==> src/rtl/alu_result_packer_if.sv <==
// ============================================================================
//  Module   : alu_result_packer_if
//  Purpose  : Bundles the result-word input, byte stream output and status
//             signals of the ALU result packer.
//  Revision : 1.0  initial release
// ============================================================================
`default_nettype none

interface alu_result_packer_if #(
  parameter int DATA_WIDTH = 16,
  parameter int FIFO_DEPTH = 4
);
  logic [DATA_WIDTH-1:0]         res_in;
  logic                          res_valid;
  logic [7:0]                    byte_out;
  logic                          byte_valid;
  logic                          byte_ready;
  logic [$clog2(FIFO_DEPTH):0]   fifo_level;
  logic                          busy;
  logic                          overflow;
  logic                          clr_ovf;

  // Producer/consumer side (shift unit, byte sink, controller)
  modport master (
    output res_in, res_valid, byte_ready, clr_ovf,
    input  byte_out, byte_valid, fifo_level, busy, overflow
  );

  // Packer side
  modport slave (
    input  res_in, res_valid, byte_ready, clr_ovf,
    output byte_out, byte_valid, fifo_level, busy, overflow
  );
endinterface

`default_nettype wire

==> src/rtl/alu_result_packer.sv <==
// ============================================================================
//  Module   : alu_result_packer
//  Purpose  : Buffers ALU result words in a small FIFO and serializes them
//             LSB-byte-first onto a valid/ready byte stream. Words arriving
//             while the FIFO is full are dropped and flagged (sticky).
//  Revision : 1.0  initial release
// ============================================================================
`default_nettype none

module alu_result_packer #(
  parameter int DATA_WIDTH = 16,
  parameter int FIFO_DEPTH = 4
) (
  input  wire logic            clk,
  input  wire logic            rst,
  alu_result_packer_if.slave   bus
);

  localparam int BYTES  = DATA_WIDTH / 8;
  localparam int ADDR_W = $clog2(FIFO_DEPTH);
  localparam int LVL_W  = ADDR_W + 1;
  localparam int IDX_W  = (BYTES > 1) ? $clog2(BYTES) : 1;
  localparam logic [IDX_W-1:0] c_last_idx  = IDX_W'(BYTES - 1);
  localparam logic [LVL_W-1:0] c_full_lvl  = LVL_W'(FIFO_DEPTH);

  typedef enum logic [0:0] {
    S_IDLE = 1'b0,
    S_SEND = 1'b1
  } state_t;

  logic [DATA_WIDTH-1:0] mem_q [FIFO_DEPTH];

  state_t                state_q,      state_d;
  logic [ADDR_W-1:0]     wr_ptr_q,     wr_ptr_d;
  logic [ADDR_W-1:0]     rd_ptr_q,     rd_ptr_d;
  logic [LVL_W-1:0]      level_q,      level_d;
  logic [DATA_WIDTH-1:0] word_q,       word_d;
  logic [IDX_W-1:0]      idx_q,        idx_d;
  logic [7:0]            byte_out_q,   byte_out_d;
  logic                  byte_valid_q, byte_valid_d;
  logic                  busy_q,       busy_d;
  logic                  overflow_q,   overflow_d;

  logic                  w_pop;
  logic                  w_wr_en;
  logic                  w_drop;
  logic                  w_full;
  logic                  w_hs;
  logic [DATA_WIDTH-1:0] w_head;
  logic [DATA_WIDTH-1:0] w_shift;

  // Next-state logic: serializer FSM, FIFO bookkeeping and status flags
  always_comb begin
    w_full  = (level_q == c_full_lvl);
    w_hs    = byte_valid_q & bus.byte_ready;
    w_head  = mem_q[rd_ptr_q];
    w_shift = word_q >> 8;

    state_d      = state_q;
    word_d       = word_q;
    idx_d        = idx_q;
    byte_out_d   = byte_out_q;
    byte_valid_d = byte_valid_q;
    w_pop        = 1'b0;

    case (state_q)
      S_IDLE: begin
        // Only stored words are visible here, so a word written this edge
        // cannot fall through to the serializer until the next edge.
        if (level_q != '0) begin
          w_pop        = 1'b1;
          word_d       = w_head;
          byte_out_d   = w_head[7:0];
          idx_d        = '0;
          byte_valid_d = 1'b1;
          state_d      = S_SEND;
        end
      end
      S_SEND: begin
        if (w_hs) begin
          if (idx_q != c_last_idx) begin
            word_d     = w_shift;
            byte_out_d = w_shift[7:0];
            idx_d      = idx_q + IDX_W'(1);
          end else if (level_q != '0) begin
            // Chain straight into the next word without a bubble cycle
            w_pop      = 1'b1;
            word_d     = w_head;
            byte_out_d = w_head[7:0];
            idx_d      = '0;
          end else begin
            byte_valid_d = 1'b0;
            idx_d        = '0;
            state_d      = S_IDLE;
          end
        end
      end
      default: begin
        state_d      = S_IDLE;
        byte_valid_d = 1'b0;
      end
    endcase

    // A full FIFO still accepts a word when a pop frees a slot at the same edge
    w_wr_en  = bus.res_valid & (~w_full | w_pop);
    w_drop   = bus.res_valid & w_full & ~w_pop;

    wr_ptr_d = w_wr_en ? wr_ptr_q + ADDR_W'(1) : wr_ptr_q;
    rd_ptr_d = w_pop   ? rd_ptr_q + ADDR_W'(1) : rd_ptr_q;
    level_d  = level_q + LVL_W'(w_wr_en) - LVL_W'(w_pop);

    // A drop coinciding with a clear must remain visible
    if (w_drop)           overflow_d = 1'b1;
    else if (bus.clr_ovf) overflow_d = 1'b0;
    else                  overflow_d = overflow_q;

    busy_d = byte_valid_d | (level_d != '0);
  end

  // State registers with synchronous reset
  always_ff @(posedge clk) begin
    if (rst) begin
      state_q      <= S_IDLE;
      wr_ptr_q     <= '0;
      rd_ptr_q     <= '0;
      level_q      <= '0;
      word_q       <= '0;
      idx_q        <= '0;
      byte_out_q   <= '0;
      byte_valid_q <= 1'b0;
      busy_q       <= 1'b0;
      overflow_q   <= 1'b0;
    end else begin
      state_q      <= state_d;
      wr_ptr_q     <= wr_ptr_d;
      rd_ptr_q     <= rd_ptr_d;
      level_q      <= level_d;
      word_q       <= word_d;
      idx_q        <= idx_d;
      byte_out_q   <= byte_out_d;
      byte_valid_q <= byte_valid_d;
      busy_q       <= busy_d;
      overflow_q   <= overflow_d;
    end
  end

  // FIFO storage; contents are don't-care while the pointers say empty
  always_ff @(posedge clk) begin
    if (!rst && w_wr_en) begin
      mem_q[wr_ptr_q] <= bus.res_in;
    end
  end

  assign bus.byte_out   = byte_out_q;
  assign bus.byte_valid = byte_valid_q;
  assign bus.fifo_level = level_q;
  assign bus.busy       = busy_q;
  assign bus.overflow   = overflow_q;

endmodule

`default_nettype wire

==> src/flat_wrapper.sv <==
// flat-port wrapper written by rule: the top's interface ports become plain ports
module alu_result_packer_flat 
#(
  parameter int DATA_WIDTH = 16,
  parameter int FIFO_DEPTH = 4
)
  (clk, rst, bus_res_in, bus_res_valid, bus_byte_ready, bus_clr_ovf, bus_byte_out, bus_byte_valid, bus_fifo_level, bus_busy, bus_overflow);
  alu_result_packer_if #(.DATA_WIDTH(DATA_WIDTH), .FIFO_DEPTH(FIFO_DEPTH)) bus_i ();
  input  wire logic clk;
  input  wire logic rst;
  input wire logic [$bits(bus_i.res_in)-1:0] bus_res_in;
  input wire logic [$bits(bus_i.res_valid)-1:0] bus_res_valid;
  input wire logic [$bits(bus_i.byte_ready)-1:0] bus_byte_ready;
  input wire logic [$bits(bus_i.clr_ovf)-1:0] bus_clr_ovf;
  output wire logic [$bits(bus_i.byte_out)-1:0] bus_byte_out;
  output wire logic [$bits(bus_i.byte_valid)-1:0] bus_byte_valid;
  output wire logic [$bits(bus_i.fifo_level)-1:0] bus_fifo_level;
  output wire logic [$bits(bus_i.busy)-1:0] bus_busy;
  output wire logic [$bits(bus_i.overflow)-1:0] bus_overflow;
  assign bus_i.res_in = bus_res_in;
  assign bus_i.res_valid = bus_res_valid;
  assign bus_i.byte_ready = bus_byte_ready;
  assign bus_i.clr_ovf = bus_clr_ovf;
  assign bus_byte_out = bus_i.byte_out;
  assign bus_byte_valid = bus_i.byte_valid;
  assign bus_fifo_level = bus_i.fifo_level;
  assign bus_busy = bus_i.busy;
  assign bus_overflow = bus_i.overflow;
  alu_result_packer #(.DATA_WIDTH(DATA_WIDTH), .FIFO_DEPTH(FIFO_DEPTH)) u_core (.clk(clk), .rst(rst), .bus(bus_i));
endmodule
==> config.mk <==
export PLATFORM = sky130hd
export DESIGN_NAME = alu_result_packer_flat
export DESIGN_NICKNAME = d
export VERILOG_FILES = /design/src/rtl/alu_result_packer_if.sv /design/src/rtl/alu_result_packer.sv /design/src/flat_wrapper.sv
export SDC_FILE = /design/constraint.sdc
export NUM_CORES = 1
export LEC_CHECK = 0
export BUFFER_PORTS_ARGS = -buffer_cell sky130_fd_sc_hd__buf_2
export CAP_MARGIN = 5
export CORE_UTILIZATION = 60
export DETAILED_ROUTE_END_ITERATION = 7
export PLACE_DENSITY = 0.92
export SYNTH_ARGS = -nofsm -noshare
export SYNTH_HDL_FRONTEND = slang
export SYNTH_SLANG_ARGS = --single-unit
==> constraint.sdc <==
create_clock -name clk -period 4.5 [get_ports clk]
set_clock_uncertainty 0.05 [all_clocks]
set_input_delay 0.45 -clock clk [delete_from_list [all_inputs] [get_ports clk]]
set_output_delay 0.45 -clock clk [all_outputs]
set_load 0.02 [all_outputs]
# After elaboration in Yosys (flattened, before gate mapping)

Memory sizes are Yosys's and may differ from the RTL's. A register that Yosys moved wholly into a read port is not among the register bits.
Cells that the tools add are included.

Output and inout port bits: 14
Memories kept: 1
Register bits: 36
Bits in writable memories: 64
Word-level logic and storage cells: 64

Memory list:

| memory       | depth | width | read ports | clocked after memory_dff | write ports | line                    | source |
|---|---|---|---|---|---|---|---|
| u_core.mem_q | 4     | 16    | 1          | 1                        | 1           | alu_result_packer.sv:31 | `logic [DATA_WIDTH-1:0] mem_q [FIFO_DEPTH];` |

Multiplexer cells: 30
Reductions and logical operators: 6
Add/subtract/negate cells: 5
Bitwise logic cells: 9
Eq/ne operators: 3

Operator list:

| operator                                       | count |
|---|---|
| two-way mux 16 bit                             | 3 |
| case mux 16 bit (2 select lines)               | 1 |
| two-way mux 8 bit                              | 3 |
| two-way mux 1 bit                              | 16 |
| case mux 8 bit (2 select lines)                | 1 |
| case mux 1 bit (2 select lines)                | 4 |
| nonzero test 3 bit                             | 2 |
| adder 2 x 1 -> 2 bit (second input constant)   | 2 |
| AND 1 bit                                      | 4 |
| two-way mux 2 bit                              | 2 |
| adder 3 x 1 -> 3 bit                           | 1 |
| == test 3 bit (second input constant)          | 1 |
| inverter 1 bit                                 | 3 |
| subtractor 3 x 1 -> 3 bit                      | 1 |
| != test 2 x 1 -> 1 bit (second input constant) | 1 |
| != test 2 bit (second input constant)          | 1 |
| OR 1 bit                                       | 2 |
| AND reduction 2 bit                            | 1 |
| nonzero test 2 bit                             | 1 |
| adder 1 bit (second input constant)            | 1 |
| logical AND 1 bit                              | 1 |
| logical NOT 1 bit                              | 1 |

# Depth between registers and ports, before layout

Gate-level depths: netlist of the first run.

Depth after elaboration: 11
Depth in mapped cells: 11
Mapped depth without buffers: 10

# Worst setup path before layout of the first run

No wires, ideal clock.

Kind: reg2reg
Start: register u_core.level_q[1] (netlist: u_core.bus.fifo_level[1])
End: register u_core.busy_q (netlist: u_core.bus.busy)
Slack: 2.040 ns
Stages on the path, launching flop included: 12
Data arrival time: 2.277 ns
Period minus slack after synthesis: 2.460 ns
Required time: 4.317 ns
Path buffers: 1
Library setup time: 0.133 ns
Cell sequence: dfxtp_1 -> nor3_4 -> a21o_1 -> buf_6 -> inv_2 -> ha_1 -> inv_1 -> ha_1 -> fa_1 -> xnor2_1 -> xnor2_1 -> a31oi_1

Longest elaborated chain between the ends: 11

Ends and longest elaborated chain:

| element                         | line                                             | source |
|---|---|---|
| from (decl)                     | alu_result_packer.sv:36                          | `logic [LVL_W-1:0] level_q, level_d;` |
| from (signal assigned)          | alu_result_packer.sv:137                         | `level_q <= level_d;` |
| nonzero test 3 bit              | alu_result_packer.sv:70, alu_result_packer.sv:85 |  |
| two-way mux 1 bit               | alu_result_packer.sv:70, alu_result_packer.sv:85 |  |
| two-way mux 1 bit               | alu_result_packer.sv:81                          | `if (idx_q != c_last_idx) begin` |
| two-way mux 1 bit               | alu_result_packer.sv:80                          | `if (w_hs) begin` |
| case mux 1 bit (2 select lines) | alu_result_packer.sv:66                          | `case (state_q)` |
| OR 1 bit                        | alu_result_packer.sv:105                         | `w_wr_en = bus.res_valid & (~w_full \| w_pop);` |
| AND 1 bit                       | alu_result_packer.sv:105                         |  |
| adder 3 x 1 -> 3 bit            | alu_result_packer.sv:110                         | `level_d = level_q + LVL_W'(w_wr_en) - LVL_W'(w_pop);` |
| subtractor 3 x 1 -> 3 bit       | alu_result_packer.sv:110                         |  |
| nonzero test 3 bit              | alu_result_packer.sv:117                         | `busy_d = byte_valid_d \| (level_d != '0);` |
| OR 1 bit *                      | alu_result_packer.sv:117                         |  |
| to (signal assigned)            | alu_result_packer.sv:142                         | `busy_q <= busy_d;` |
| to (decl)                       | alu_result_packer.sv:41                          | `logic busy_q, busy_d;` |

Every way passes the cells marked *; elsewhere a longest branch is shown, timed or not.
A chain may end at the register's enable or synchronous reset.

# Final worst setup path of the first run

Same ends and word-level chain as after synthesis.

==> results of run 1 <==
worst max-delay path by stage:
stage                        startpoint  slack, ps  depth (start not counted)         endpoint
4_1_cts        u_core.bus.fifo_level[1]       1770                         10  u_core.bus.busy
2_1_floorplan  u_core.bus.fifo_level[1]       2040                         11  u_core.bus.busy
5_1_grt        u_core.bus.fifo_level[1]       1630                         10  u_core.bus.busy
3_5_place_dp             bus_byte_ready       1770                         11  u_core.bus.busy
3_3_place_gp             bus_byte_ready       1870                         11  u_core.bus.busy
6_report       u_core.bus.fifo_level[1]       1780                         10  u_core.bus.busy
synth_stat cells, types with 3 or more instances:
library cell | number | area (µm²)
a22o_1 | 8 | 70.07
a21oi_1 | 10 | 50.05
mux2_1 | 3 | 33.78
ha_1 | 6 | 75.07
inv_1 | 18 | 67.56
nor2_1 | 11 | 41.29
dfxtp_1 | 30 | 600.6
o221a_2 | 7 | 78.83
nor2b_1 | 3 | 18.77
and3_1 | 4 | 25.02
buf_6 | 4 | 45.04
edfxtp_1 | 64 | 1922
mux4_2 | 14 | 315.3
nand2_1 | 3 | 11.26
worst max-delay path, stage by stage (launching register included):
cell	delay [ps]
dfxtp_1	410
nor3_4	330
a21o_1	340
inv_2	100
ha_1	280
inv_1	40
ha_1	200
fa_1	380
xnor2_1	190
xnor2_1	160
a31oi_1	100
layout make-up:
class	instances	area (µm²)	share of cell area, %
tap	75	93.84	2.289
inverter	19	71.32	1.739
multi-input combinational	98	1046	25.51
clock inverter	6	68.82	1.678
clock buffer	10	127.6	3.113
timing repair buffer	34	170.2	4.150
sequential	94	2522	61.52
flip-flops by register name, summed over array words and instances, names as in the netlist, named ones only:
register,count
u_core.bus.busy,1
u_core.bus.byte_valid,1
u_core.bus.overflow,1
u_core.bus.fifo_level,3
u_core.state_q,1
u_core.idx_q,1
u_core.rd_ptr_q,2
u_core.bus.byte_out,8
u_core.wr_ptr_q,2
u_core.word_q,8
u_core.mem_q,64
metrics by stage:
step           instances  hold WS, ps  total power, µW  instance area, µm²  setup slack [ps]
2_1_floorplan        220        399.1             1722                3722              2040
3_3_place_gp         320        416.2             1831                3904              1868
3_5_place_dp         320        418.4             1862                3904              1774
4_1_cts              336        236.1             2402                4100              1773
5_1_grt              336        238.9             2509                4100              1632
6_report             336        259.5             2385                4100              1780
layer usage:
metal | track usage (%) | wire [µm] | up-vias
li1 | - | - | 924
met1 | 27.19 | 2602 | 1011
met5 | 0 | 0 | -
met2 | 35.93 | 3302 | 59
met3 | 5.506 | 263 | 8
met4 | 10.00 | 72 | 0
power by group:
part	internal [µW]	total, µW	switching (µW)
sequential	1050	1200	151
clock	261	544	283
combinational	319	638	319
total	1630	2380	753
cell families after synthesis:
family          count (synthesis)
buf+inv                        28
compound gates                 36
flops                          94
simple gates                   32
fa+ha+maj                       7
mux                            21
xor+xnor                        2
==> flow_metrics.py, run 1 <==
metrics = {
    "synth": {
        "synth_edf_count": 64,
        "synthSimpleGateAreaFrac_pct": 5.479,
        "synth_area_um2": 3722,
        "synth_top_family_by_area": "multiplexers",
        "yosysUniqueCellTypes": 43,
        "yosysWarnings": 0,
        "synth_flop_cell": "edfxtp_1",
        "synth-compound-area-share_pct": 8.235,
        "synthAdderAreaFrac_pct": 2.555,
        "yosysSeqAreaShare_pct": 67.76,
        "syn_avg_cell_area_um2": 16.92,
        "synth_xor_area_share_pct": 0.4706,
        "synth_mux_area_share_pct": 11.36,
        "ys_seq_elements": 94,
        "synth_cells": 220,
        "async_flop_share_pct": 0,
        "synth_fp_nets": 248,
    },
    "setup_path": {
        "arrival_ps": 2890,
        "r2r_cells": 10,
        "crit_path_start_kind": "flip-flop",
        "cp_max_fo": 9,
        "crit_path_end_kind": "flip-flop",
        "regToRegSetupSlack_ps": 1780,
        "reg2reg_from": "u_core.bus.fifo_level[1]",
        "r2r-end": "u_core.bus.busy",
        "criticalPathCategory": "reg2reg",
        "cp.required_ps": 4670,
    },
    "min_path": {
        "min_from": "bus_res_in[11]",
        "hp-class": "in2reg",
        "holdPathEnd": "u_core.mem_q[3][11]",
        "hold_depth": 1,
    },
    "finish": {
        "final.fill_count": 406,
        "layout_commonest_cell": "edfxtp_1",
        "drive_above_1_share_pct": 29.89,
        "syn_to_final_growth_pct": 10.15,
        "nets": 284,
        "diodes": 0,
        "postLayoutCoreUtil_pct": 68.84,
        "final_cell_mix": "edfxtp_1, buf_2, dfxtp_1",
    },
    "floorplan": {
        "core-area_um2": 5956,
        "num_rows": 28,
        "die-area_um2": 6523,
        "die-width_um": 80.77,
        "die_y_um": 80.77,
        "floorplan.initialDensity_pct": 62.50,
        "ios": 35,
    },
    "placement": {
        "place_hpwl_um": 4089,
        "place_congestion": 0.7869,
        "io_buffers": 34,
    },
    "sta": {
        "setup_violations": 0,
        "fmax_mhz": 367.7,
        "post-route-period-util_pct": 60.44,
        "hold_viol_final": 0,
        "setup_tns_ps": 0,
        "worstMarginPinSlew_ps": 1065,
        "rsz0062_at_grt": "false",
        "drv_slew": 0,
        "slew_headroom_pct": 28.88,
        "period_needed_ps": 2720,
    },
    "drt": {
        "wirelength_um": 6240,
        "drc": 0,
        "vias_per_cell": 5.958,
        "antenna_left": 0,
        "vias": 2002,
        "drt_iter0_markers": 136,
        "wl_per_cell_um": 18.57,
        "firstDrtPassIters": 4,
    },
    "clock_tree": {
        "cts_root_buf": "clkbuf_8",
        "cts_resized": 0,
        "hold_buffers": 0,
        "cts_setup_buffers": 0,
        "cts-htree-levels": 3,
        "cts.sinks": 94,
        "cts_made_buffers": 9,
        "clkLatencyLatePin_ps": 350,
        "cts_tree": "yes",
        "cts_buffer_depth": 2,
        "clk_pin_slew_worst_paths_ps": 90,
    },
    "pwr": {
        "powerDensity_nw_per_um2": 581.7,
        "p_leak_uw": 0.001487,
        "ir_drop_mv": 0.3805,
    },
    "global_route": {
        "antenna_found_initial": 0,
        "grt_max_degree": 25,
        "overflow": 0,
        "grt_pass1_vias": 1917,
        "grt_pass1_wl_um": 9784,
        "grt_usage_pct": 21.75,
    },
    "run_status": {
        "status": "finished clean",
    },
    "run": {
        "max_cap_violations": 0,
    },
}
Power figures use the tool's default switching activity.
==> run 2, diff against run 1 <==
--- a/config.mk
+++ b/config.mk
@@ -5,11 +5,12 @@
 export SDC_FILE = /design/constraint.sdc
 export NUM_CORES = 1
 export LEC_CHECK = 0
+export ABC_AREA = 1
 export BUFFER_PORTS_ARGS = -buffer_cell sky130_fd_sc_hd__buf_2
 export CAP_MARGIN = 5
-export CORE_UTILIZATION = 60
+export CORE_UTILIZATION = 53
 export DETAILED_ROUTE_END_ITERATION = 7
-export PLACE_DENSITY = 0.92
+export PLACE_DENSITY = 0.86
 export SYNTH_ARGS = -nofsm -noshare
 export SYNTH_HDL_FRONTEND = slang
 export SYNTH_SLANG_ARGS = --single-unit
==> constraint.sdc (replaced) <==
create_clock -name clk -period 2.5 [get_ports clk]
set_clock_uncertainty 0.05 [all_clocks]
set_input_delay 0.25 -clock clk [delete_from_list [all_inputs] [get_ports clk]]
set_output_delay 0.25 -clock clk [all_outputs]
set_load 0.02 [all_outputs]
==> run 2 against run 1 <==
  * Combinational power is 140% higher
  * Core utilization decreased by 7.0 points
  * Cell count rose by 70%
  * Register-to-register slack got worse by 1600 ps
  * Via count grew 44%
==> flow_metrics.py, run 2 <==
metrics = {
    "global_route": {
        "top_usage_layer": "met2",
        "use_met3_pct": 5.171,
        "grt_pass1_wl_um": 11920,
        "overflow": 0,
        "grtUsageMet2_pct": 32.85,
        "grt_max_degree": 33,
        "grt_usage_pct": 20.33,
        "antenna_found_initial": 0,
        "grtUsageMet1_pct": 26.26,
        "grt_pass1_vias": 2609,
    },
    "pwr": {
        "ir_drop_mv": 0.5030,
        "combPwrFrac_pct": 34.2,
        "powerDensity_nw_per_um2": 1001,
        "clkPwrFrac_pct": 21.8,
        "p_int_uw": 2853,
        "p_sw_uw": 1682,
        "p_leak_uw": 0.001979,
        "switching_share_pct": 37.09,
        "power.share.sequential_pct": 44.0,
    },
    "sta": {
        "worst_slack_ps": 221.9,
        "hold_viol_final": 0,
        "setup_tns_ps": 0,
        "rsz0062_at_grt": "false",
        "drv_slew": 0,
        "period_needed_ps": 2278,
        "slew_headroom_pct": 66.36,
        "hold_slack_ps": 47.18,
        "post-route-period-util_pct": 91.12,
        "setup_violations": 0,
        "fmax_mhz": 439.0,
        "worstMarginPinSlew_ps": 503.9,
    },
    "floorplan": {
        "ios": 35,
        "floorplan.initialDensity_pct": 55.42,
        "num_rows": 31,
        "die_y_um": 89.55,
        "die-width_um": 89.55,
        "die-area_um2": 8019,
        "core-area_um2": 7331,
    },
    "synth": {
        "synth_area_leader_cell": "edfxtp_1",
        "yosys.cell_count.top_type": "nand2_1",
        "synth_top_area_share_pct": 47.31,
        "synth_area_leaders": "edfxtp_1, dfxtp_1, nand2_1",
        "yosysUniqueCellTypes": 30,
        "synth_edf_count": 64,
        "async_flop_share_pct": 0,
        "synthTopCellsByCount": "nand2_1, inv_1, edfxtp_1, dfxtp_1, nor2_1",
        "syn_avg_cell_area_um2": 9.470,
        "synth_flop_cell": "edfxtp_1",
        "synth_area_um2": 4063,
        "yosysSeqAreaShare_pct": 62.09,
        "yosysWarnings": 0,
        "synth_cells": 429,
        "synth_fp_nets": 457,
        "ys_seq_elements": 94,
    },
    "finish": {
        "final_cell_mix": "nand2_1, inv_1, edfxtp_1",
        "largest_register_ff_count": 64,
        "regMostFlops": "u_core.mem_q",
        "layout_commonest_cell": "nand2_1",
        "regArea_um2": 2522,
        "nets": 496,
        "postLayoutCoreUtil_pct": 61.80,
        "diodes": 0,
        "multi_input_area_um2": 1139,
        "final.fill_count": 565,
        "drive_above_1_share_pct": 15.64,
        "syn_to_final_growth_pct": 11.52,
        "stdcell_count": 572,
    },
    "clock_tree": {
        "cts_root_buf": "clkbuf_8",
        "cts_buffer_depth": 2,
        "clk_pin_slew_worst_paths_ps": 90,
        "cts_tree": "yes",
        "clkLatencyLatePin_ps": 360,
        "cts_made_buffers": 9,
        "cts.sinks": 94,
        "cts_setup_buffers": 0,
        "cts_resized": 0,
        "hold_buffers": 0,
        "cts-htree-levels": 3,
    },
    "min_path": {
        "hp-class": "in2reg",
    },
    "run_status": {
        "status": "finished clean",
    },
    "setup_path": {
        "crit_path_end_kind": "flip-flop",
        "critical_path_buf_inv_count": 1,
        "arrival_ps": 2480,
        "crit_family": "adder cells",
        "cp.required_ps": 2700,
        "cpPeakStageDelay_ps": 380,
        "crit_path_start_kind": "flip-flop",
        "worstPathCellList": "nor2_2 -> nand2_4 -> nand2_2 -> nor2_2 -> ha_1 -> inv_1 -> ha_1 -> fa_1 -> xor2_1 -> xor2_1 -> o21ai_0 -> nand2_1",
        "cp_max_fo": 4,
        "slowest_stage": "fa_1",
        "criticalPathCategory": "reg2reg",
    },
    "placement": {
        "dpl.cell_count": 556,
        "place_congestion": 0.8079,
        "io_buffers": 34,
        "place_hpwl_um": 4880,
        "pre_cts_ws_ps": 233.7,
    },
    "drt": {
        "wirelength_um": 7459,
        "antenna_left": 0,
        "vias": 2891,
        "firstDrtPassIters": 4,
        "vias_per_cell": 5.054,
        "drt_iter0_markers": 145,
        "drc": 0,
        "wl_per_cell_um": 13.04,
    },
    "run": {
        "max_cap_violations": 0,
    },
}
-- run 2: cell count changes in the layout (fill, tap and decap cells not counted), sizes merged, moves of 8 or more --
cell and delta:
mux4 -16, nand3 +19, buf +9, a22o -8, nand2 +106, a21oi +12
inv +63, o21ai +33, nor2 +19, o221a -9
-- run 2: cell families (layout without fill, tap and decap cells) --
| group | Yosys count | count (layout) | share of synthesized area [%] |
|---|---|---|---|
| xor+xnor | 2 | 2 | 0.4312 |
| buf+inv | 98 | 142 | 9.886 |
| fa+ha+maj | 7 | 7 | 2.341 |
| flops | 94 | 94 | 62.09 |
| simple gates | 161 | 161 | 16.20 |
| compound gates | 67 | 67 | 9.055 |
-- run 2: layout make-up --
type / count / share of cell area (%)
Tap cell: 99 / 2.734
Clock buffer: 9 / 2.734
Sequential cell: 94 / 55.68
Timing Repair Buffer: 43 / 5.247
Multi-Input combinational cell: 237 / 25.13
Inverter: 83 / 6.877
Clock inverter: 7 / 1.602
-- run 2: path summary, 6_finish.rpt --
| check | start | to | slack, ps | cells after the start |
|---|---|---|---|---|
| worst min register to register | u_core.word_q[9] | u_core.word_q[9] | 420 | 2 |
| worst max register to register | u_core.bus.fifo_level[2] | u_core.bus.busy | 220 | 12 |
| worst min-delay path | bus_res_in[5] | u_core.mem_q[1][5] | 50 | 1 |
| worst max-delay path | u_core.bus.fifo_level[2] | u_core.bus.busy | 220 | 12 |
-- run 2: metal layers --
| layer | share of wire, % | up-vias |
|---|---|---|
| met5 | 0 | - |
| li1 | - | 1447 |
| met4 | 1.6 | 0 |
| met2 | 48 | 64 |
| met1 | 46 | 1368 |
| met3 | 4.0 | 12 |
-- run 2: metrics by stage --
step           total power (µW)  cell area (µm²)
3_5_place_dp               3570             4334
5_1_grt                    4856             4531
3_3_place_gp               3510             4334
6_report                   4536             4531
4_1_cts                    4545             4531
2_1_floorplan              3204             4063
-- run 2: power by group through the flow --
stage / sequential [µW] / clock (µW) / combinational [µW]
final: 2000 / 988 / 1550
after global routing: 2020 / 1070 / 1770
after CTS: 2000 / 1000 / 1550
after detailed placement: 2030 / 0 / 1540
after global placement: 2020 / 0 / 1490
after floorplan: 2110 / 0 / 1090
